### src/rtl/cube_frame_sched_if.sv
// cube_frame_sched_if: control, raster-channel and shared-DMA signals of the frame scheduler
interface cube_frame_sched_if #(
    parameter int NCH = 4,
    parameter int CW  = 2
);
    logic           go;
    logic           clr_overrun;
    logic [NCH-1:0] chan_drq;
    logic [NCH-1:0] chan_finished;
    logic           dma_nrq;
    logic [NCH-1:0] chan_enable;
    logic [NCH-1:0] chan_ack;
    logic           dma_drq;
    logic           dma_grant_valid;
    logic [CW-1:0]  dma_grant_ch;
    logic           frame_done;
    logic           busy;
    logic           overrun;
    modport master (
        input  go, clr_overrun, chan_drq, chan_finished, dma_nrq,
        output chan_enable, chan_ack, dma_drq, dma_grant_valid, dma_grant_ch, frame_done, busy, overrun
    );
    modport slave (
        output go, clr_overrun, chan_drq, chan_finished, dma_nrq,
        input  chan_enable, chan_ack, dma_drq, dma_grant_valid, dma_grant_ch, frame_done, busy, overrun
    );
endinterface

### src/rtl/cube_frame_sched.sv
// cube_frame_sched: frame tick, start/collect/ack sequencing of raster channels, round-robin DMA arbiter
module cube_frame_sched #(
    parameter int NCH       = 4,
    parameter int CW        = 2,
    parameter int FRAME_DIV = 50000
) (
    input  logic              clk,
    input  logic              reset,
    cube_frame_sched_if.master bus
);
    localparam int TW = $clog2(FRAME_DIV);
    localparam logic [TW-1:0] RELOAD = TW'(FRAME_DIV - 1);
    typedef enum logic [1:0] {IDLE, START, RUN, ACK} state_t;
    state_t         state, state_nx;
    logic [TW-1:0]  cnt;
    logic           tick;
    logic [NCH-1:0] done_mask, seen;
    logic [CW-1:0]  rr_ptr, win, idx, grant_ch;
    logic           grant_valid, overrun_q;
    assign tick = bus.go && cnt == '0;
    assign seen = done_mask | bus.chan_finished;
    // frame timer: held at reload while stopped, counts down and reloads on tick
    always_ff @(posedge clk)
        cnt <= (reset || !bus.go || cnt == '0) ? RELOAD : cnt - 1'b1;
    // state register
    always_ff @(posedge clk)
        state <= reset ? IDLE : state_nx;
    // next state: start on tick, wait for every channel, ack once, back to idle
    always_comb begin
        state_nx = state;
        case (state)
            IDLE:    state_nx = tick ? START : IDLE;
            START:   state_nx = RUN;
            RUN:     state_nx = &seen ? ACK : RUN;
            default: state_nx = IDLE;
        endcase
    end
    // outputs decoded from state so enable/ack are single-cycle pulses
    always_comb begin
        bus.chan_enable = {NCH{state == START}};
        bus.chan_ack    = {NCH{state == ACK}};
        bus.frame_done  = state == ACK;
        bus.busy        = state != IDLE;
    end
    // finished flags latched only during RUN; cleared at START so stale flags are ignored
    always_ff @(posedge clk)
        done_mask <= (reset || state == START) ? '0 : state == RUN ? seen : done_mask;
    // sticky overrun: a tick while a frame is open; setting beats clearing
    always_ff @(posedge clk)
        overrun_q <= reset ? 1'b0 : (tick && state != IDLE) ? 1'b1 : bus.clr_overrun ? 1'b0 : overrun_q;
    // first requester at or after rr_ptr; walking downward leaves the nearest one in win
    always_comb begin
        win = rr_ptr;
        idx = rr_ptr;
        for (int i = NCH - 1; i >= 0; i--) begin
            idx = CW'((int'(rr_ptr) + i) % NCH);
            win = bus.chan_drq[idx] ? idx : win;
        end
    end
    // grant held until burst complete; release edge never grants, forcing an idle cycle
    always_ff @(posedge clk)
        if (reset) begin
            grant_valid <= 1'b0;
            grant_ch    <= '0;
            rr_ptr      <= '0;
        end else if (grant_valid) begin
            grant_valid <= !bus.dma_nrq;
        end else if (|bus.chan_drq) begin
            grant_valid <= 1'b1;
            grant_ch    <= win;
            rr_ptr      <= (win == CW'(NCH - 1)) ? '0 : win + 1'b1;
        end
    assign bus.dma_drq         = grant_valid & bus.chan_drq[grant_ch];
    assign bus.dma_grant_valid = grant_valid;
    assign bus.dma_grant_ch    = grant_ch;
    assign bus.overrun         = overrun_q;
endmodule

### src/flat_wrapper.sv
// flat-port wrapper written by rule: the top's interface ports become plain ports
module cube_frame_sched_flat 
#(
    parameter int NCH       = 4,
    parameter int CW        = 2,
    parameter int FRAME_DIV = 50000
)
  (clk, reset, bus_go, bus_clr_overrun, bus_chan_drq, bus_chan_finished, bus_dma_nrq, bus_chan_enable, bus_chan_ack, bus_dma_drq, bus_dma_grant_valid, bus_dma_grant_ch, bus_frame_done, bus_busy, bus_overrun);
  cube_frame_sched_if #(.NCH(NCH), .CW(CW)) bus_i ();
  input  logic clk;
  input  logic reset;
  input wire logic [$bits(bus_i.go)-1:0] bus_go;
  input wire logic [$bits(bus_i.clr_overrun)-1:0] bus_clr_overrun;
  input wire logic [$bits(bus_i.chan_drq)-1:0] bus_chan_drq;
  input wire logic [$bits(bus_i.chan_finished)-1:0] bus_chan_finished;
  input wire logic [$bits(bus_i.dma_nrq)-1:0] bus_dma_nrq;
  output wire logic [$bits(bus_i.chan_enable)-1:0] bus_chan_enable;
  output wire logic [$bits(bus_i.chan_ack)-1:0] bus_chan_ack;
  output wire logic [$bits(bus_i.dma_drq)-1:0] bus_dma_drq;
  output wire logic [$bits(bus_i.dma_grant_valid)-1:0] bus_dma_grant_valid;
  output wire logic [$bits(bus_i.dma_grant_ch)-1:0] bus_dma_grant_ch;
  output wire logic [$bits(bus_i.frame_done)-1:0] bus_frame_done;
  output wire logic [$bits(bus_i.busy)-1:0] bus_busy;
  output wire logic [$bits(bus_i.overrun)-1:0] bus_overrun;
  assign bus_i.go = bus_go;
  assign bus_i.clr_overrun = bus_clr_overrun;
  assign bus_i.chan_drq = bus_chan_drq;
  assign bus_i.chan_finished = bus_chan_finished;
  assign bus_i.dma_nrq = bus_dma_nrq;
  assign bus_chan_enable = bus_i.chan_enable;
  assign bus_chan_ack = bus_i.chan_ack;
  assign bus_dma_drq = bus_i.dma_drq;
  assign bus_dma_grant_valid = bus_i.dma_grant_valid;
  assign bus_dma_grant_ch = bus_i.dma_grant_ch;
  assign bus_frame_done = bus_i.frame_done;
  assign bus_busy = bus_i.busy;
  assign bus_overrun = bus_i.overrun;
  cube_frame_sched #(.NCH(NCH), .CW(CW), .FRAME_DIV(FRAME_DIV)) u_core (.clk(clk), .reset(reset), .bus(bus_i));
endmodule
### config.mk
export PLATFORM = sky130hd
export DESIGN_NAME = cube_frame_sched_flat
export DESIGN_NICKNAME = d
export VERILOG_FILES = /design/src/rtl/cube_frame_sched_if.sv /design/src/rtl/cube_frame_sched.sv /design/src/flat_wrapper.sv
export SDC_FILE = /design/constraint.sdc
export NUM_CORES = 1
export LEC_CHECK = 0
export BUFFER_PORTS_ARGS = -buffer_cell sky130_fd_sc_hd__buf_4
export CAP_MARGIN = 20
export CELL_PAD_IN_SITES_DETAIL_PLACEMENT = 1
export CELL_PAD_IN_SITES_GLOBAL_PLACEMENT = 2
export CORE_ASPECT_RATIO = 1.4
export CORE_UTILIZATION = 31
export CTS_BUF_LIST = sky130_fd_sc_hd__clkbuf_2 sky130_fd_sc_hd__clkbuf_4 sky130_fd_sc_hd__clkbuf_8
export DETAILED_ROUTE_END_ITERATION = 6
export PLACE_DENSITY_LB_ADDON = 0.1
export RECOVER_POWER = 50
export SYNTH_ARGS = -nofsm -noshare
export SYNTH_HDL_FRONTEND = slang
export SYNTH_SLANG_ARGS = --single-unit
### constraint.sdc
create_clock -name clk -period 1.34 [get_ports clk]
set_input_delay 0.268 -clock clk [delete_from_list [all_inputs] [get_ports clk]]
set_output_delay 0.268 -clock clk [all_outputs]
set_load 0.02 [all_outputs]
* Word-level counts from Yosys, hierarchy flattened *
Cells that the tools add are included.

storage, ports and cells
  bits in registers = 28
  latch bits = 0
  RAM bits = 0
  memory bits (read-only) = 0
  output and inout port bits = 15
  memories kept = 0

cells by class
  $add $sub $neg = 5
  multipliers = 0
  divide/modulo/power cells = 0
  magnitude comparators = 5
  eq/ne operators = 4
  shifts and indexed selects = 0
  mux-type cells = 22
  bitwise gates (word level) = 3
  reductions and logical operators = 14

operators with widths
  kind                   number
  $logic_not 16->1       1
  $sub 16x1->16 const B  1
  $lt 2x3->1 const B     5
  $mux 1                 11
  $bmux 1 s2             5
  $mux 2                 5
  $eq 2x2->1 const B     3
  $pmux 2 s3             1
  $add 2x1->2 const B    2
  $add 2x2->2 const B    2
  $or 4x4->4             1
  $reduce_and 4->1       1
  $reduce_bool 2->1      2
  $reduce_or 4->1        1
  $logic_or 1x1->1       3
  $eq 2x1->1 const B     1
  $logic_and 1x1->1      2
  $logic_not 1->1        2
  $logic_not 2->1        1
  $reduce_and 2->1       1
  $and 1x1->1            1
  $not 1->1              1

* Logic depth before layout (Yosys ltp) *
Gate-level depths: netlist (run 1).

  word-level depth = 9
  depth in mapped cells = 7
  mapped depth without buffers = 6

* Worst setup path after synthesis (run 1) *
No wires, ideal clock.

  path type = flip-flop to output port
  start = register u_core.grant_ch[1] (netlist: u_core.bus.dma_grant_ch[1])
  end = output port bus_dma_drq
  arrival time = 1.233 ns
  data required time = 1.072 ns
  path slack = -0.161 ns
  cell stages (with the launch flop) = 3
  path through = dfxtp_1 mux4_1 and2_1

on the way
  longest elaborated chain between the ends = 3

RTL lines
  what                          RTL line                source
  start, declared               cube_frame_sched.sv:18  logic [CW-1:0] rr_ptr, win, idx, grant_ch;
  start signal, assigned        cube_frame_sched.sv:70  grant_ch <= win;
  $bmux 1 s2                    cube_frame_sched.sv:73  assign bus.dma_drq = grant_valid & bus.chan_drq[grant_ch];
  $mux 1 (not written as such)  cube_frame_sched.sv:73
  $and 1x1->1                   cube_frame_sched.sv:73
  end, declared                 flat_wrapper.sv:19      output wire logic [$bits(bus_i.dma_drq)-1:0] bus_dma_drq;

No other way between the ends. The select of a mux whose other input is x is not followed.

* Final worst setup path (run 1) *
Ends and elaborated chain as after synthesis.

==> impl_metrics.ini, run 1 <==
[routing]
dr_wl_met3_um = 77
met1_length_um = 1421
via_per_inst = 4.617
first_iter_violations = 18
dr.max_layer_used = met4
wl_met2_um = 2408
first_pass_iters = 3
wl_per_cell_um = 14.49
drc = 0
ant_nets = 0
finalWirelength_um = 3969
vias = 1265

[layout]
fillers = 493
stdcell_count = 274
drive_gt1_share_pct = 64.02
n_antenna_cell = 0
nets = 233
syn2layout_area_growth_pct = 64.77

[synthesis]
syn_area_mm2 = 0.001406
synth_nets = 168
syn_area_per_cell_um2 = 9.376
synth_edf_count = 0
yosysSeqAreaShare_pct = 39.86
synth.distinct_cells = 42
synthAdderAreaFrac_pct = 4.448
synth-simple-area-share_pct = 28.02
synth_area_leaders = dfxtp_1 (40%), xnor2_1 (6.2%), ha_1 (4.4%)
netlist.area_leader.share_pct = 39.86
synth_seq_cells = 28
synth-xor-area-share_pct = 8.096
synth_top_family_by_area = simple AND/OR/NAND/NOR gates
synth_compound_area_share_pct = 9.609
yosys.area.top_type = dfxtp_1
yosys-top-cells-count = dfxtp_1 (28), nor2_1 (14), nand2_1 (10), xnor2_1 (10), nor3_1 (9)
synth_ff_type = dfxtp_1
ys_async_sr_fraction_pct = 0
yosys_warnings = 0
syn_inst = 150
synthMuxAreaShare_pct = 3.292
synth_most_common_cell = dfxtp_1

[worst_setup_path]
critPathLaunchType = flip-flop
cp.arrival_ns = 1.41
critPathMaxFanout = 2
worstSetupEndpointType = output port
critical_path_class = reg2out
cp.required_ns = 1.07

[die]
die-area_mm2 = 0.004814
die_w_um = 58.93
core_mm2 = 0.004274
die_h_um = 81.70
rows = 28
initial_core_util_pct = 32.90
ioPinCount = 28

[power]
total_leakage_power_nw = 0.9391
peakVddDrop_v = 0.0004486
power.density_mw_per_mm2 = 712.3

[cts]
clk_path_buf_depth = 2
ctsHtreeMaxLevel = 1
cts_hold_buf = 0
clock_sink_count = 28
cts_root_buffer = clkbuf_8
clk_latency_ns = 0.27
cts_made_buffers = 3
cts_tree = done
clkTransAtPathRegs_ns = 0.10

[grt]
grt_pass1_wl_um = 6237
grt_max_degree = 16
grt-ovfl-total = 0
grt_pass1_vias = 1414
antenna_found_initial = 0
grt_usage_pct = 17.36

[timing]
period_minus_slack_ns = 1.676
fin_ws_ns = -0.3358
relSlewSlack_pct = 73.18
drv_slew = 0
rsz0062_at_grt = yes
clock_skew_ns = 0.002527
hold_viol = 0
setup-violations-final = 29
period_share_pct = 125.1
worst_slew_pin_slew_ns = 0.3992
fmax_mhz = 596.7

[run]
drv_cap = 0

[placed_design]
dp_hpwl_um = 2640
dp_cells = 255
port_buffers = 27
dp_slack_ns = -0.1690
gp_congestion = 0.7144

[min_path]
hold_path_class = in2reg

[outcome]
status = finished with violations
violations = negative setup slack
-- power breakdown --
| part | total (mW) | switching, mW | internal [mW] | leakage, nW |
|---|---|---|---|---|
| Combinational | 0.276 | 0.128 | 0.148 | 0.683 |
| Sequential | 0.875 | 0.0220 | 0.853 | 0.230 |
| Clock | 0.500 | 0.267 | 0.234 | 0.0262 |
-- layer usage --
layer	up-vias	global-route usage [%]
li1	626	-
met1	616	16.24
met2	17	36.59
met3	6	1.417
met4	0	7.381
met5	-	0
-- registers in the layout, indices dropped and copies added (netlist names) --
signal / cells
u_core.cnt: 16
u_core.done_mask: 4
u_core.bus.dma_grant_ch: 2
u_core.rr_ptr: 2
u_core.state: 2
u_core.bus.dma_grant_valid: 1
u_core.bus.overrun: 1
-- kinds of logic after synthesis --
family                     after synthesis
buffers and inverters                   16
adders and majority gates                5
AOI/OAI and AO/OA                       20
and+or+nand+nor                         65
DFF                                     28
xor gates and xnor gates                13
muxes                                    3
-- worst max-delay path, cell delays in order, from the launching register on --
cell	delay [ns]
dfxtp_4	0.36
mux4_2	0.50
and2_4	0.15
buf_6	0.12
-- cell usage in the layout (no fill, tap or decap), types with 2 or more instances in the layout --
cell	count
a21oi_2	2
buf_4	43
inv_2	4
nand2_2	4
o21ai_0	3
nand2_1	6
buf_6	25
a21oi_1	6
nor2_1	11
dfxtp_2	8
dfxtp_1	16
nand2b_1	4
xnor2_2	2
xor2_1	2
ha_4	4
nor2_2	9
dfxtp_4	4
nor3_1	6
nor2b_4	2
nand3_2	3
inv_1	2
nor3_4	5
clkbuf_8	3
mux2i_1	2
xnor2_1	8
nor4_4	2
nor2_4	2
-- timing repair --
item / CTS / global route
pin swaps: 19 / 18
setup buffers: 12 / 5
setup endpoints to repair: 31 / 26
resized for setup: 50 / 29
gates cloned: 0 / 0
hold endpoints to repair: 0 / 0
-- final timing paths --
kind | startpoint | to | slack (ns) | cells past startpoint
worst max-delay path | u_core.bus.dma_grant_ch[1]$_SDFFE_PP0P_ | bus_dma_drq | -0.34 | 3
worst min-delay path | bus_go | u_core.cnt[14]$_SDFF_PP1_ | 0.25 | 2
worst max register to register | u_core.cnt[2]$_SDFF_PP1_ | u_core.state[0]$_SDFF_PP0_ | -0.18 | 7
worst min register to register | u_core.bus.overrun$_SDFFE_PP0P_ | u_core.bus.overrun$_SDFFE_PP0P_ | 0.50 | 2
-- through the flow --
stage	total power [mW]	setup TNS (ns)	area [µm²]	hold slack, ns	util, %
finish	1.651	-3.335	2317	0.2513	54.22
global route	1.739	-5.074	2317	0.2469	54.22
detailed placement	1.167	-2.265	1858	0.4749	43.47
global placement	1.159	-1.598	1858	0.4632	43.47
floorplan	1.042	-0.1202	1433	0.3326	-
CTS	1.671	-1.708	2175	0.2202	50.88
-- layout make-up --
cell class                      instances  area, µm²  area share (%)
Timing Repair Buffer                   69      608.1           26.24
Multi-Input combinational cell        106      970.9           41.90
Tap cell                               60      75.07           3.240
Clock buffer                            4      48.80           2.106
Sequential cell                        28      585.6           25.27
Inverter                                7      28.78           1.242
Note: power is estimated with default switching activity, not from simulation.
==> run 2, diff against run 1 <==
--- a/config.mk
+++ b/config.mk
@@ -9,7 +9,6 @@
 export CAP_MARGIN = 20
 export CELL_PAD_IN_SITES_DETAIL_PLACEMENT = 1
 export CELL_PAD_IN_SITES_GLOBAL_PLACEMENT = 2
-export CORE_ASPECT_RATIO = 1.4
 export CORE_UTILIZATION = 31
 export CTS_BUF_LIST = sky130_fd_sc_hd__clkbuf_2 sky130_fd_sc_hd__clkbuf_4 sky130_fd_sc_hd__clkbuf_8
 export DETAILED_ROUTE_END_ITERATION = 6
==> run 2 against run 1 <==
The flow still finishes with violations (negative setup slack). Global-route usage fell by 2.5 points. Clock skew rose by 0.0041 ns. Design area fell by 6.6%. Critical path depth did not move. Sequential power barely moved. Combinational power barely moved. Die area barely moved. Worst setup slack improved by 0.0091 ns. Critical endpoint unchanged.
==> impl_metrics.ini, run 2 (synthesized netlist as in run 1, its figures left out) <==
[worst_setup_path]
critPathMaxFanout = 2
reg2reg_from = u_core.cnt[13]$_SDFF_PP0_
rrSetupSlack_ns = -0.17
worstSetupEndpointType = output port
cp.required_ns = 1.07
rr_endpoint = u_core.state[0]$_SDFF_PP0_
cp.arrival_ns = 1.40
critPathLaunchType = flip-flop
critical_path_class = reg2out
worst-r2r-cell-count = 6
crit_start = u_core.bus.dma_grant_ch[1]$_SDFFE_PP0P_
crit_end = bus_dma_drq

[routing]
first_iter_violations = 24
via_per_inst = 4.673
wl_per_cell_um = 13.05
first_pass_iters = 3
finalWirelength_um = 3431
vias = 1229
ant_nets = 0
drc = 0

[timing]
fin_ws_ns = -0.3268
rsz0062_at_grt = yes
relSlewSlack_pct = 72.57
drv_slew = 0
fmax_mhz = 600.0
setup-violations-final = 29
period_share_pct = 124.4
setup_tns_ns = -2.717
period_minus_slack_ns = 1.667
hold_viol = 0
holdWs_ns = 0.2424
worst_slew_pin_slew_ns = 0.4083
clock_skew_ns = 0.006652

[cts]
cts_hold_buf = 0
cts_root_buffer = clkbuf_8
clk_latency_ns = 0.28
cts_made_buffers = 3
cts_tree = done
ctsHtreeMaxLevel = 1
clock_sink_count = 28
clkTransAtPathRegs_ns = 0.10
clk_path_buf_depth = 2

[grt]
grt_pass1_wl_um = 5733
gr-usage-met2_pct = 28.05
antenna_found_initial = 0
grt_use_met3_pct = 2.326
grt_use_met1_pct = 16.18
top_usage_layer = met2
grt-ovfl-total = 0
grt_pass1_vias = 1327
grt_usage_pct = 14.85
grt_max_degree = 16

[layout]
top_regs = u_core.cnt (16), u_core.done_mask (4)
stdcell_count = 263
n_antenna_cell = 0
nets = 230
regMostFlops = u_core.cnt
drive_gt1_share_pct = 58.29
fillers = 514
largest_reg_flops = 16
final_common_cell = buf_4
syn2layout_area_growth_pct = 53.83
layout_common_cells = buf_4 (49), dfxtp_1 (19), nor2_1 (14), buf_6 (14), xnor2_1 (10)

[die]
die-area_mm2 = 0.004810
core_mm2 = 0.004354
die_h_um = 69.36
initial_core_util_pct = 32.30
ioPinCount = 28
rows = 24
die_w_um = 69.36

[min_path]
hold_path_class = in2reg

[outcome]
status = finished with violations
violations = negative setup slack

[run]
drv_cap = 0

[placed_design]
gp_congestion = 0.7306
dp_slack_ns = -0.1700
dp_cells = 246
port_buffers = 27
dp_hpwl_um = 2542

[power]
total_leakage_power_nw = 0.9117
power.density_mw_per_mm2 = 781.9
peakVddDrop_v = 0.0003204
totalPowerFinal_mw = 1.691
==> run 2: changes by cell type in the layout (fill, tap and decap cells not counted), moves of 3 or more <==
cell / change
nor2_1: +3
buf_6: -11
buf_4: +6
dfxtp_1: +3
==> run 2: area by class of cell <==
type	count	area, µm²	share of cell area [%]
multi-input cells	106	893.4	41.30
inverters	7	33.78	1.562
repair buffers	66	536.8	24.81
flip-flops and latches	28	579.3	26.78
clock buffers	4	55.05	2.545
well taps	52	65.06	3.008
==> run 2: worst max-delay path: stages, from the launching register on <==
cell and delay (ns):
dfxtp_4 0.36, mux4_2 0.49, and2_4 0.15, buf_6 0.12
==> run 2: timing repair <==
action	4_1_cts	5_1_grt
endpoints found under the hold margin	0	0
pin swaps	14	11
gates resized for setup	39	14
setup endpoints to repair	30	30
buffers inserted	7	6
==> run 2: where the power goes <==
part / internal (mW) / leakage, nW / switching [mW]
sequential: 0.855 / 0.230 / 0.0236
combinational: 0.148 / 0.653 / 0.128
clock: 0.264 / 0.0288 / 0.274
==> run 2: metrics by stage <==
stage	area (µm²)	utilization, %
floorplan	1433	-
global route	2163	49.68
global placement	1828	41.98
finish	2163	49.68
CTS	2069	47.53
detailed placement	1828	41.98
==> run 2: worst min path at each step <==
| stage | startpoint | end | slack [ns] | cells past startpoint |
|---|---|---|---|---|
| 3_3_place_gp | u_core.bus.overrun$_SDFFE_PP0P_ | u_core.bus.overrun$_SDFFE_PP0P_ | 0.48 | 2 |
| 6_report | bus_go | u_core.cnt[14]$_SDFF_PP1_ | 0.24 | 2 |
| 3_5_place_dp | u_core.bus.overrun$_SDFFE_PP0P_ | u_core.bus.overrun$_SDFFE_PP0P_ | 0.47 | 2 |
| 5_1_grt | bus_go | u_core.cnt[14]$_SDFF_PP1_ | 0.24 | 2 |
| 2_1_floorplan | reset | u_core.rr_ptr[1]$_SDFFE_PP0P_ | 0.33 | 1 |
| 4_1_cts | bus_go | u_core.cnt[14]$_SDFF_PP1_ | 0.23 | 2 |
==> run 2: layer usage <==
layer,wire (µm),vias to the layer above
met3,75,5
met5,0,-
met1,1405,589
met2,1901,15
li1,-,620
met4,49,0
